[config.mk]
export PLATFORM = sky130hd
export DESIGN_NAME = drive_gain_flat
export DESIGN_NICKNAME = d
export VERILOG_FILES = /design/src/rtl/fxp_pkg.sv /design/src/rtl/drive_gain_if.sv /design/src/rtl/fxp_mul_sat.sv /design/src/rtl/drive_gain.sv /design/src/flat_wrapper.sv
export SDC_FILE = /design/constraint.sdc
export NUM_CORES = 1
export LEC_CHECK = 0
export BUFFER_PORTS_ARGS = -buffer_cell sky130_fd_sc_hd__buf_2
export CORE_MARGIN = 1.5
export CORE_UTILIZATION = 56
export DETAILED_ROUTE_END_ITERATION = 10
export PLACE_DENSITY = 0.79
export SYNTH_ARGS = -nofsm -noshare
export SYNTH_HDL_FRONTEND = slang
export SYNTH_HIERARCHICAL = 1
export SYNTH_SLANG_ARGS = --single-unit
[constraint.sdc]
create_clock -name clk -period 7.4 [get_ports clk]
set_input_delay 0.37 -clock clk [delete_from_list [all_inputs] [get_ports clk]]
set_output_delay 0.37 -clock clk [all_outputs]
set_load 0.005 [all_outputs]
[src/rtl/fxp_pkg.sv]
// Shared fixed-point types, saturation limits and the gain-ramp state enum
// used by the drive_gain block and its multiply/saturate datapath.
package fxp_pkg;

    localparam int FXP_SIZE_DEF       = 16;
    localparam int BITS_PER_LEVEL_DEF = 12;

    typedef logic signed [FXP_SIZE_DEF-1:0] sample_t;
    typedef logic        [FXP_SIZE_DEF-1:0] gain_t;

    typedef enum logic [1:0] {
        SETTLED   = 2'd0,
        RAMP_UP   = 2'd1,
        RAMP_DOWN = 2'd2
    } ramp_state_e;

    // Largest and smallest representable signed values of a given width.
    function automatic longint sat_max(input int width);
        return (longint'(1) <<< (width - 1)) - 1;
    endfunction

    function automatic longint sat_min(input int width);
        return -(longint'(1) <<< (width - 1));
    endfunction

endpackage

[src/rtl/drive_gain_if.sv]
// Sample/gain stream bundle between the sample source and drive_gain.
// The master side drives samples and target gain; the slave side is the gain stage.
interface drive_gain_if #(
    parameter int fxp_size = 16
);
    logic                       i_valid;
    logic signed [fxp_size-1:0] i_sample;
    logic        [fxp_size-1:0] i_gain;
    logic                       o_valid;
    logic signed [fxp_size-1:0] o_sample;
    logic                       o_settled;

    modport master (
        output i_valid, i_sample, i_gain,
        input  o_valid, o_sample, o_settled
    );

    modport slave (
        input  i_valid, i_sample, i_gain,
        output o_valid, o_sample, o_settled
    );
endinterface

[src/rtl/fxp_mul_sat.sv]
// Two-stage signed x unsigned fixed-point multiply: stage 1 registers the full
// product, stage 2 registers the truncated, saturated result (held when idle).
module fxp_mul_sat
    import fxp_pkg::*;
#(
    parameter int bits_per_level = BITS_PER_LEVEL_DEF,
    parameter int fxp_size       = FXP_SIZE_DEF
) (
    input  logic                       clk,
    input  logic                       rst,
    input  logic                       in_valid,
    input  logic signed [fxp_size-1:0] in_sample,
    input  logic        [fxp_size-1:0] in_gain,
    output logic                       out_valid,
    output logic signed [fxp_size-1:0] out_sample
);

    localparam int PW = 2 * fxp_size;
    localparam logic signed [PW-1:0] SAT_MAX = PW'(sat_max(fxp_size));
    localparam logic signed [PW-1:0] SAT_MIN = PW'(sat_min(fxp_size));

    logic signed [PW-1:0]       mul_a;
    logic signed [PW-1:0]       mul_b;
    logic signed [PW-1:0]       prod_d, prod_q;
    logic                       vld1_d, vld1_q;
    logic signed [PW-1:0]       shifted;
    logic signed [fxp_size-1:0] sample_d, sample_q;
    logic                       vld2_d, vld2_q;

    // The unsigned gain is zero-extended so the product of the widest operands
    // still fits in 2*fxp_size signed bits without wrap.
    always_comb begin
        mul_a  = PW'(in_sample);
        mul_b  = $signed(PW'(in_gain));
        prod_d = prod_q;
        if (in_valid) begin
            prod_d = mul_a * mul_b;
        end
        vld1_d = in_valid;
    end

    always_comb begin
        shifted  = prod_q >>> bits_per_level;
        sample_d = sample_q;
        if (vld1_q) begin
            if (shifted > SAT_MAX) begin
                sample_d = SAT_MAX[fxp_size-1:0];
            end else if (shifted < SAT_MIN) begin
                sample_d = SAT_MIN[fxp_size-1:0];
            end else begin
                sample_d = shifted[fxp_size-1:0];
            end
        end
        vld2_d = vld1_q;
    end

    always_ff @(posedge clk or posedge rst) begin
        if (rst) begin
            prod_q   <= '0;
            vld1_q   <= 1'b0;
            sample_q <= '0;
            vld2_q   <= 1'b0;
        end else begin
            prod_q   <= prod_d;
            vld1_q   <= vld1_d;
            sample_q <= sample_d;
            vld2_q   <= vld2_d;
        end
    end

    assign out_valid  = vld2_q;
    assign out_sample = sample_q;

endmodule

[src/rtl/drive_gain.sv]
// Gain stage ahead of overdrive_clamp: applies cur_gain to each accepted sample.
// With DRIVE_GAIN_RAMP_EN defined cur_gain slews toward i_gain by ramp_step per sample.
module drive_gain
    import fxp_pkg::*;
#(
    parameter int bits_per_level = BITS_PER_LEVEL_DEF,
    parameter int fxp_size       = FXP_SIZE_DEF,
    parameter int ramp_step      = 16
) (
    input  logic       clk,
    input  logic       rst,
    drive_gain_if.slave bus
);

    localparam logic [fxp_size-1:0] UNITY = fxp_size'(1 << bits_per_level);

    ramp_state_e          state_d, state_q;
    logic [fxp_size-1:0]  cur_gain_d, cur_gain_q;

`ifdef DRIVE_GAIN_RAMP_EN
    localparam logic [fxp_size-1:0] STEP = fxp_size'(ramp_step);

    // Distances are taken only in the direction already known to be positive,
    // so neither the step nor the clamp can wrap.
    always_comb begin
        state_d    = state_q;
        cur_gain_d = cur_gain_q;
        if (bus.i_valid) begin
            if (cur_gain_q < bus.i_gain) begin
                state_d = RAMP_UP;
                if ((bus.i_gain - cur_gain_q) > STEP) begin
                    cur_gain_d = cur_gain_q + STEP;
                end else begin
                    cur_gain_d = bus.i_gain;
                end
            end else if (cur_gain_q > bus.i_gain) begin
                state_d = RAMP_DOWN;
                if ((cur_gain_q - bus.i_gain) > STEP) begin
                    cur_gain_d = cur_gain_q - STEP;
                end else begin
                    cur_gain_d = bus.i_gain;
                end
            end else begin
                state_d = SETTLED;
            end
        end
    end
`else
    always_comb begin
        state_d    = SETTLED;
        cur_gain_d = cur_gain_q;
        if (bus.i_valid) begin
            cur_gain_d = bus.i_gain;
        end
    end
`endif

    always_ff @(posedge clk or posedge rst) begin
        if (rst) begin
            state_q    <= SETTLED;
            cur_gain_q <= UNITY;
        end else begin
            state_q    <= state_d;
            cur_gain_q <= cur_gain_d;
        end
    end

    assign bus.o_settled = (state_q == SETTLED) && (cur_gain_q == bus.i_gain);

    // Each sample sees the gain held on its own acceptance cycle.
    fxp_mul_sat #(
        .bits_per_level (bits_per_level),
        .fxp_size       (fxp_size)
    ) u_mul_sat (
        .clk        (clk),
        .rst        (rst),
        .in_valid   (bus.i_valid),
        .in_sample  (bus.i_sample),
        .in_gain    (cur_gain_q),
        .out_valid  (bus.o_valid),
        .out_sample (bus.o_sample)
    );

endmodule

[src/flat_wrapper.sv]
// flat-port wrapper written by rule: the top's interface ports become plain ports
module drive_gain_flat import fxp_pkg::*;
#(
    parameter int bits_per_level = BITS_PER_LEVEL_DEF,
    parameter int fxp_size       = FXP_SIZE_DEF,
    parameter int ramp_step      = 16
)
  (clk, rst, bus_i_valid, bus_i_sample, bus_i_gain, bus_o_valid, bus_o_sample, bus_o_settled);
  drive_gain_if #(.fxp_size(fxp_size)) bus_i ();
  input  logic clk;
  input  logic rst;
  input wire logic [$bits(bus_i.i_valid)-1:0] bus_i_valid;
  input wire logic [$bits(bus_i.i_sample)-1:0] bus_i_sample;
  input wire logic [$bits(bus_i.i_gain)-1:0] bus_i_gain;
  output wire logic [$bits(bus_i.o_valid)-1:0] bus_o_valid;
  output wire logic [$bits(bus_i.o_sample)-1:0] bus_o_sample;
  output wire logic [$bits(bus_i.o_settled)-1:0] bus_o_settled;
  assign bus_i.i_valid = bus_i_valid;
  assign bus_i.i_sample = bus_i_sample;
  assign bus_i.i_gain = bus_i_gain;
  assign bus_o_valid = bus_i.o_valid;
  assign bus_o_sample = bus_i.o_sample;
  assign bus_o_settled = bus_i.o_settled;
  drive_gain #(.bits_per_level(bits_per_level), .fxp_size(fxp_size), .ramp_step(ramp_step)) u_core (.clk(clk), .rst(rst), .bus(bus_i));
endmodule
======== After elaboration in Yosys (flattened, before gate mapping) ========
Cells that the tools add are included.
word-level totals
  bits in registers ....................... 66
  input bits .............................. 35
  output and inout bits ................... 18
  logic and storage cells ................. 11
cells by class
  multipliers ............................. 1
  $lt $le $gt $ge ......................... 2
  equal/unequal tests ..................... 1
  multiplexer cells ....................... 2
operators by type and width
  kind                  count
  $mul 16x17->32        1
  $mux 16               2
  $gt 20x16->1 const B  1
  $lt 20x16->1 const B  1
  $eq 16x16->1          1

======== Depth between registers and ports, before layout ========
Gate-level depths: netlist (run 1).
  depth after elaboration ................. 3
  gate-level depth with buffers ........... 22
  depth with buffers taken out ............ 20

======== Cells and area by module ========
Netlist (run 1), hierarchy kept.
by module, submodules not included
  module       times used  cells an instance  area each (sq um)  sequential area each (sq um)
  fxp_mul_sat  1           1151               10178.5            950.9
  drive_gain   1           56                 823.3              401.6

======== Least setup slack after synthesis (run 1) ========
No wires, ideal clock.
  path kind ............................... reg2reg
  start ................................... register u_core.cur_gain_q[12]
  end ..................................... register u_core.u_mul_sat.prod_q[30]
  setup time .............................. 0.069 ns
  arrival time ............................ 5.681 ns
  setup slack ............................. 1.650 ns
  stages on the path, launching flop included .. 20
  period minus slack after synthesis ...... 5.750 ns
  cell sequence ........................... dfstp_2 > clkbuf_1 > nand2_1 > fa_1 > fa_1 > fa_1 > inv_1 > fa_1 > fa_1 > inv_1 > fa_1 > inv_1 > ha_1 > nand2_1 > nor2_1 > o2111ai_2 > a311oi_2 > o22ai_1 > or4_1 > nand3_1
between the ends
  word-level cells in the longest chain between the ends .. 1
ends and longest elaborated chain
  item                      RTL line           RTL
  start: declaration        drive_gain.sv:18   logic [fxp_size-1:0] cur_gain_d, cur_gain_q;
  start signal: assignment  drive_gain.sv:64   cur_gain_q <= cur_gain_d;
  $mul 16x17->32            fxp_mul_sat.sv:37  prod_d = mul_a * mul_b;
  end signal: assignment    fxp_mul_sat.sv:64  prod_q <= prod_d;
  end: declaration          fxp_mul_sat.sv:24  logic signed [PW-1:0] prod_d, prod_q;
No other way between the ends.
A chain may end at the register's enable or synchronous reset.

======== Final worst setup path (run 1) ========
  start ................................... register u_core.cur_gain_q[10]
  end ..................................... register u_core.u_mul_sat.prod_q[30]
The elaborated chain is that of the path after synthesis.

==> results of run 1 <==
## registers in the layout, summed over array words and instances (netlist names)
name,flops
u_core/u_mul_sat/prod_q,20
u_core/cur_gain_q,16
u_core/u_mul_sat/out_valid,1
u_core/u_mul_sat/vld1_q,1
u_core/u_mul_sat/out_sample,16
## final timing paths
path	startpoint	to	slack [ns]	depth (start not counted)
setup / recovery	u_core/cur_gain_q[10]	u_core/u_mul_sat/prod_q[30]	1.06	18
hold / removal	rst	u_core/u_mul_sat/prod_q[19]	0.05	2
setup reg to reg	u_core/cur_gain_q[10]	u_core/u_mul_sat/prod_q[30]	1.06	18
hold reg to reg	u_core/u_mul_sat/prod_q[25]	u_core/u_mul_sat/prod_q[25]	0.50	2
max in group asynchronous	rst	u_core/cur_gain_q[6]	6.67	2
min in group clk	bus_i_gain[0]	u_core/cur_gain_q[0]	0.32	2
## placed cells by master, fill, tap and decap left out, drive strengths merged, types with 2 or more instances in the layout
cell type,Yosys,final
o221ai,2,2
o21a,5,5
xnor2,33,33
nand4,14,14
dfrtp,53,53
buf,4,57
nor4,3,3
o22ai,16,16
inv,266,268
a21oi,38,38
a311oi,2,2
clkbuf,42,5
o2111ai,2,2
xor2,4,4
and3,6,6
nand2b,8,8
nor2b,2,2
nor3,4,4
nor2,42,42
ha,114,114
nand3,5,5
o21bai,6,6
and2,117,117
mux2,29,29
fa,193,193
a31oi,3,3
nand2,150,150
o21ai,16,16
o31ai,2,2
o211ai,4,4
or4,2,2
a21o,9,9
o32a,2,2
## worst max-delay path: stages (launching register included)
cell,delay (ns)
dfrtp_1,0.80
nand2_1,0.19
fa_1,0.58
fa_1,0.47
fa_1,0.55
inv_1,0.06
fa_1,0.49
fa_1,0.50
inv_1,0.05
fa_1,0.47
inv_1,0.05
ha_1,0.43
nand2_1,0.14
nor2_1,0.18
o2111ai_2,0.17
a311oi_2,0.39
o22ai_1,0.20
or4_1,0.50
nand3_1,0.08
## kinds of logic (layout without fill, tap and decap cells)
family | count (synthesis) | count (layout) | synth area share
AND/OR/NAND/NOR | 354 | 354 | 0.158
buffers and inverters | 312 | 331 | 0.108
adder cells (fa/ha/maj) | 307 | 307 | 0.481
AO/OA/AOI/OAI | 114 | 114 | 0.0674
flip-flops | 54 | 54 | 0.123
XOR/XNOR | 37 | 37 | 0.0295
multiplexers | 29 | 29 | 0.0331
## through the flow
stage               setup slack [ns]  area [sq um]   util  hold slack [ns]
floorplan                       1.65         11000      -            0.283
global placement                1.19         11400  0.592            0.369
detailed placement              1.12         11400  0.592            0.371
CTS                             1.09         11600  0.599           0.0473
global route                   0.738         11600  0.599           0.0662
finish                          1.06         11600  0.599           0.0450
## routing by layer
layer  vias up  track usage  routed length, microns
met1      4129        0.366                   10900
met3        39       0.0577                    1990
met2       309        0.469                   13200
met4         0       0.0662                     444
li1       3727            -                       -
met5         -            0                       0
## cell type report
cell class                      count  share of cell area
Clock buffer                        5              0.0108
Clock inverter                      3             0.00227
Sequential cell                    54               0.117
Tap cell                          265              0.0286
Timing Repair Buffer               57              0.0257
Inverter                          266              0.0861
Multi-Input combinational cell    841               0.730
==> flow_metrics.py, run 1 <==
metrics = {
    "run_status": {
        "status": "finished clean",
    },
    "die": {
        "die_area_sq_mm": 0.0205,
        "start_util": 0.569,
        "io_pins": 53,
        "die_w_microns": 143,
        "fp.dieH_microns": 143,
        "num_rows": 51,
        "coreArea_sq_mm": 0.0193,
    },
    "global_routing": {
        "grt_pass1_vias": 8793,
        "antenna_found_initial": 0,
        "grt_pass1_wl_mm": 43.9,
        "overflow": 0,
        "track_usage": 0.277,
        "grt_start_max_net_pins": 43,
    },
    "clock_network": {
        "clockBufferDepth": 2,
        "cts_num_sinks": 54,
        "cts_buffers": 5,
        "cts-root-buf": "clkbuf_16",
        "cts_resized": 0,
        "clk_latency_ns": 0.31,
        "htree_levels": 2,
        "cts_tree": "yes",
        "postCtsHoldBufs": 0,
        "post_cts_buffers": 0,
        "path_clk_slew_ns": 0.09,
    },
    "finish": {
        "area_growth_syn_to_layout_pct": 5.36,
        "multi_input_area_sq_mm": 0.00846,
        "regArea_sq_mm": 0.00135,
        "layout.nets": 1567,
        "layout.cells.non_filler": 1491,
        "n_antenna_cell": 0,
        "final_layout_size_suffix_gt1_frac": 0.0840,
        "fillers": 1665,
    },
    "synthesis": {
        "synth.avg_cell_area_sq_um": 9.11,
        "synth-seq-cells": 54,
        "netlist_area_sq_mm": 0.0110,
        "synth_edf_count": 0,
        "ys_top_cells_by_area": "fa_1 (35%), ha_1 (13%), dfrtp_1 (12%), inv_1 (9.0%), and2_1 (6.7%)",
        "syn_inst": 1207,
        "syn-num-nets": 1549,
        "synth_ff_type": "dfrtp_1",
        "yosysMostFrequentCell": "inv_1",
        "synth-seq-area-share": 0.123,
        "synth_commonest_cells": "inv_1 (264), fa_1 (193), nand2_1 (150)",
        "synth_top_cell_area_share": 0.351,
        "post-synth-top-area-cell": "fa_1",
        "synth_warnings": 6,
        "async_reset_ff_frac": 1.00,
        "synth_cell_types": 51,
    },
    "sta": {
        "tns_ns": 0,
        "fin_skew_ns": 0.00990,
        "worstMarginPinSlew_ns": 1.06,
        "timing.final.crit_share": 0.857,
        "setup_violations": 0,
        "hold_viol": 0,
        "maxSlewViolCount": 0,
        "max_slew_margin": 0.294,
        "timing.fmax_mhz": 158,
        "min_period_ns": 6.34,
        "rsz0062_at_grt": "no",
    },
    "critical_path": {
        "path_class": "reg -> reg",
        "arrival_ns": 6.59,
        "cp_max_fo": 18,
        "end_kind": "register",
        "crit_required_ns": 7.64,
        "worstSetupStartpointType": "register",
    },
    "routing": {
        "drt_iter0_markers": 526,
        "via_per_inst": 5.50,
        "wl_per_cell_microns": 17.8,
        "vias": 8204,
        "dr.pass1.iters": 5,
        "wl_mm": 26.5,
        "drcViolationCount": 0,
        "antenna_left": 0,
    },
    "placement": {
        "place_congestion": 0.947,
        "dp.cells": 1483,
        "hpwl_mm": 21.3,
        "port_buffers": 52,
    },
    "worst_hold_path": {
        "min_path_type": "in -> async",
    },
    "flow_run": {
        "maxCapViolCount": 0,
    },
}
Power of run 1 is not shown: default switching activity piles up to over one toggle a cycle in this logic, so the estimate is an artifact.
==> inputs of run 2 (changes only) <==
Settings changed: ABC_AREA set to 1, SLEW_MARGIN set to 20.
==> run 2 against run 1 <==
Against the previous run: die area up 4.7%; maximum frequency up 5.6%; sequential share of layout area down 0.48 points; non-clock buffer count down 2; register-to-register slack better by 0.33 ns; global-route usage down 0.17 points; critical path type unchanged; highest routed layer unchanged.
==> flow_metrics.py, run 2 <==
metrics = {
    "die": {
        "num_rows": 52,
        "fp.dieH_microns": 147,
        "coreArea_sq_mm": 0.0202,
        "die_area_sq_mm": 0.0215,
        "die_w_microns": 147,
        "io_pins": 53,
        "start_util": 0.570,
    },
    "finish": {
        "layout.nets": 1868,
        "area_growth_syn_to_layout_pct": 4.81,
        "final_layout_size_suffix_gt1_frac": 0.0583,
        "n_antenna_cell": 0,
        "largest-register": "u_core/u_mul_sat/prod_q",
        "mostFrequentLayoutCell": "inv_1",
        "final_cell_mix": "inv_1 (435), nand2_1 (413), fa_1 (193)",
        "final_util": 0.597,
        "fillers": 1792,
        "largest_register_ffs": 20,
        "final_area_sq_mm": 0.0121,
    },
    "clock_network": {
        "htree_levels": 2,
        "path_clk_slew_ns": 0.08,
        "postCtsHoldBufs": 0,
        "cts_num_sinks": 54,
        "clockBufferDepth": 2,
        "cts-root-buf": "clkbuf_16",
        "cts_buffers": 5,
        "cts_resized": 0,
        "cts_tree": "yes",
        "clk_latency_ns": 0.31,
        "post_cts_buffers": 0,
    },
    "synthesis": {
        "netlist_area_sq_mm": 0.0115,
        "synth_cell_types": 34,
        "synth_warnings": 6,
        "yosysMostFrequentCell": "inv_1",
        "synth-seq-area-share": 0.117,
        "synth-seq-cells": 54,
        "synth_edf_count": 0,
        "synth_top_cell_area_share": 0.335,
        "synth_commonest_cells": "inv_1 (435), nand2_1 (413), fa_1 (193)",
        "syn-num-nets": 1869,
        "synth.avg_cell_area_sq_um": 7.55,
        "ys_top_cells_by_area": "fa_1 (34%), inv_1 (14%), nand2_1 (13%), ha_1 (12%), dfrtp_1 (12%)",
        "syn_inst": 1527,
        "synth_ff_type": "dfrtp_1",
        "async_reset_ff_frac": 1.00,
        "post-synth-top-area-cell": "fa_1",
    },
    "critical_path": {
        "cp_slowest_stage_delay_ns": 0.87,
        "path_class": "reg -> reg",
        "crit_buf_inv": 3,
        "path_cells": "nand2_1 > fa_1 > inv_1 > fa_1 > fa_1 > fa_1 > fa_1 > inv_1 > fa_1 > inv_1 > ha_1 > a21oi_1 > o21ai_0 > a21oi_1 > nor2_1 > nor2_1 > nand3_1 > nand3_1 > nand2_1",
        "cpMostUsedCell": "fa_1",
        "cp_max_fo": 18,
        "worstSetupStartpointType": "register",
        "arrival_ns": 6.20,
        "end_kind": "register",
        "crit_slowest_cell": "dfrtp_1",
        "crit_required_ns": 7.59,
        "critPathTopFamily": "adder cells",
    },
    "placement": {
        "placed_area_sq_mm": 0.0119,
        "port_buffers": 52,
        "place_congestion": 0.956,
        "dpl_worst_slack_ns": 1.52,
        "hpwl_mm": 22.7,
    },
    "routing": {
        "wl_per_cell_microns": 15.3,
        "wl_mm": 27.5,
        "drt_iter0_markers": 629,
        "via_per_inst": 5.16,
        "dr.pass1.iters": 5,
        "antenna_left": 0,
        "drcViolationCount": 0,
        "vias": 9266,
    },
    "sta": {
        "timing.final.crit_share": 0.812,
        "timing.fmax_mhz": 166,
        "tns_ns": 0,
        "fin_skew_ns": 0.0109,
        "maxSlewViolCount": 0,
        "min_period_ns": 6.01,
        "setup_ws_ns": 1.39,
        "worstMarginPinSlew_ns": 1.00,
        "rsz0062_at_grt": "no",
        "max_slew_margin": 0.331,
        "hold_viol": 0,
        "setup_violations": 0,
    },
    "global_routing": {
        "grt_pass1_wl_mm": 47.5,
        "grt_pass1_vias": 9911,
        "antenna_found_initial": 0,
        "overflow": 0,
        "grt_start_max_net_pins": 44,
        "track_usage": 0.276,
    },
    "flow_run": {
        "maxCapViolCount": 0,
    },
    "worst_hold_path": {
        "min_path_type": "in -> async",
    },
    "run_status": {
        "status": "finished clean",
    },
}
run 2: changes by cell type in the layout (fill, tap and decap cells not counted), sizes merged, moves of 8 or more:
cell    previous run  this run
nand4             14         4
inv              268       436
nor2              42        66
or2                0         9
mux2              29        12
nand2            150       415
xnor2             33        17
o21ai             16        28
and2             117         2
nand2b             8         0
nand3              5        38
run 2: stage by stage:
stage / hold WS [ns] / cells
final: 0.153 / 1797
after global routing: 0.204 / 1797
after CTS: 0.170 / 1797
after detailed placement: 0.468 / 1789
after global placement: 0.466 / 1789
after floorplan: 0.283 / 1527
run 2: logic make-up after synthesis:
group,synth area share
AO/OA/AOI/OAI,0.0423
XOR/XNOR,0.0137
flip-flops,0.117
multiplexers,0.0150
buffers and inverters,0.163
adder cells (fa/ha/maj),0.459
AND/OR/NAND/NOR,0.190
run 2: cell type report:
cell class,instances,area [sq um],area share
sequential,54,1350,0.112
multi-input combinational,975,8310,0.687
tap,270,338,0.0280
inverter,435,1630,0.135
clock buffer,5,125,0.0104
clock inverter,3,48.8,0.00404
timing repair buffer,55,283,0.0234
run 2: worst paths after layout:
kind	cells past startpoint	slack, ns	from	end
max reg2reg	19	1.39	u_core/cur_gain_q[9]	u_core/u_mul_sat/prod_q[28]
max in group asynchronous	2	6.81	rst	u_core/cur_gain_q[5]
min	2	0.15	rst	u_core/cur_gain_q[1]
max	19	1.39	u_core/cur_gain_q[9]	u_core/u_mul_sat/prod_q[28]
min in group clk	3	0.31	bus_i_gain[1]	u_core/cur_gain_q[1]
min reg2reg	2	0.49	u_core/u_mul_sat/prod_q[28]	u_core/u_mul_sat/prod_q[28]
run 2: layer usage:
metal  track usage  part of all wire  up-vias
li1              -                 -     4398
met1         0.368              0.43     4541
met2         0.466              0.48      285
met3        0.0522             0.066       42
met4        0.0657             0.016        0
met5             0                 0        -
Power of run 2 is left out for the same reason.
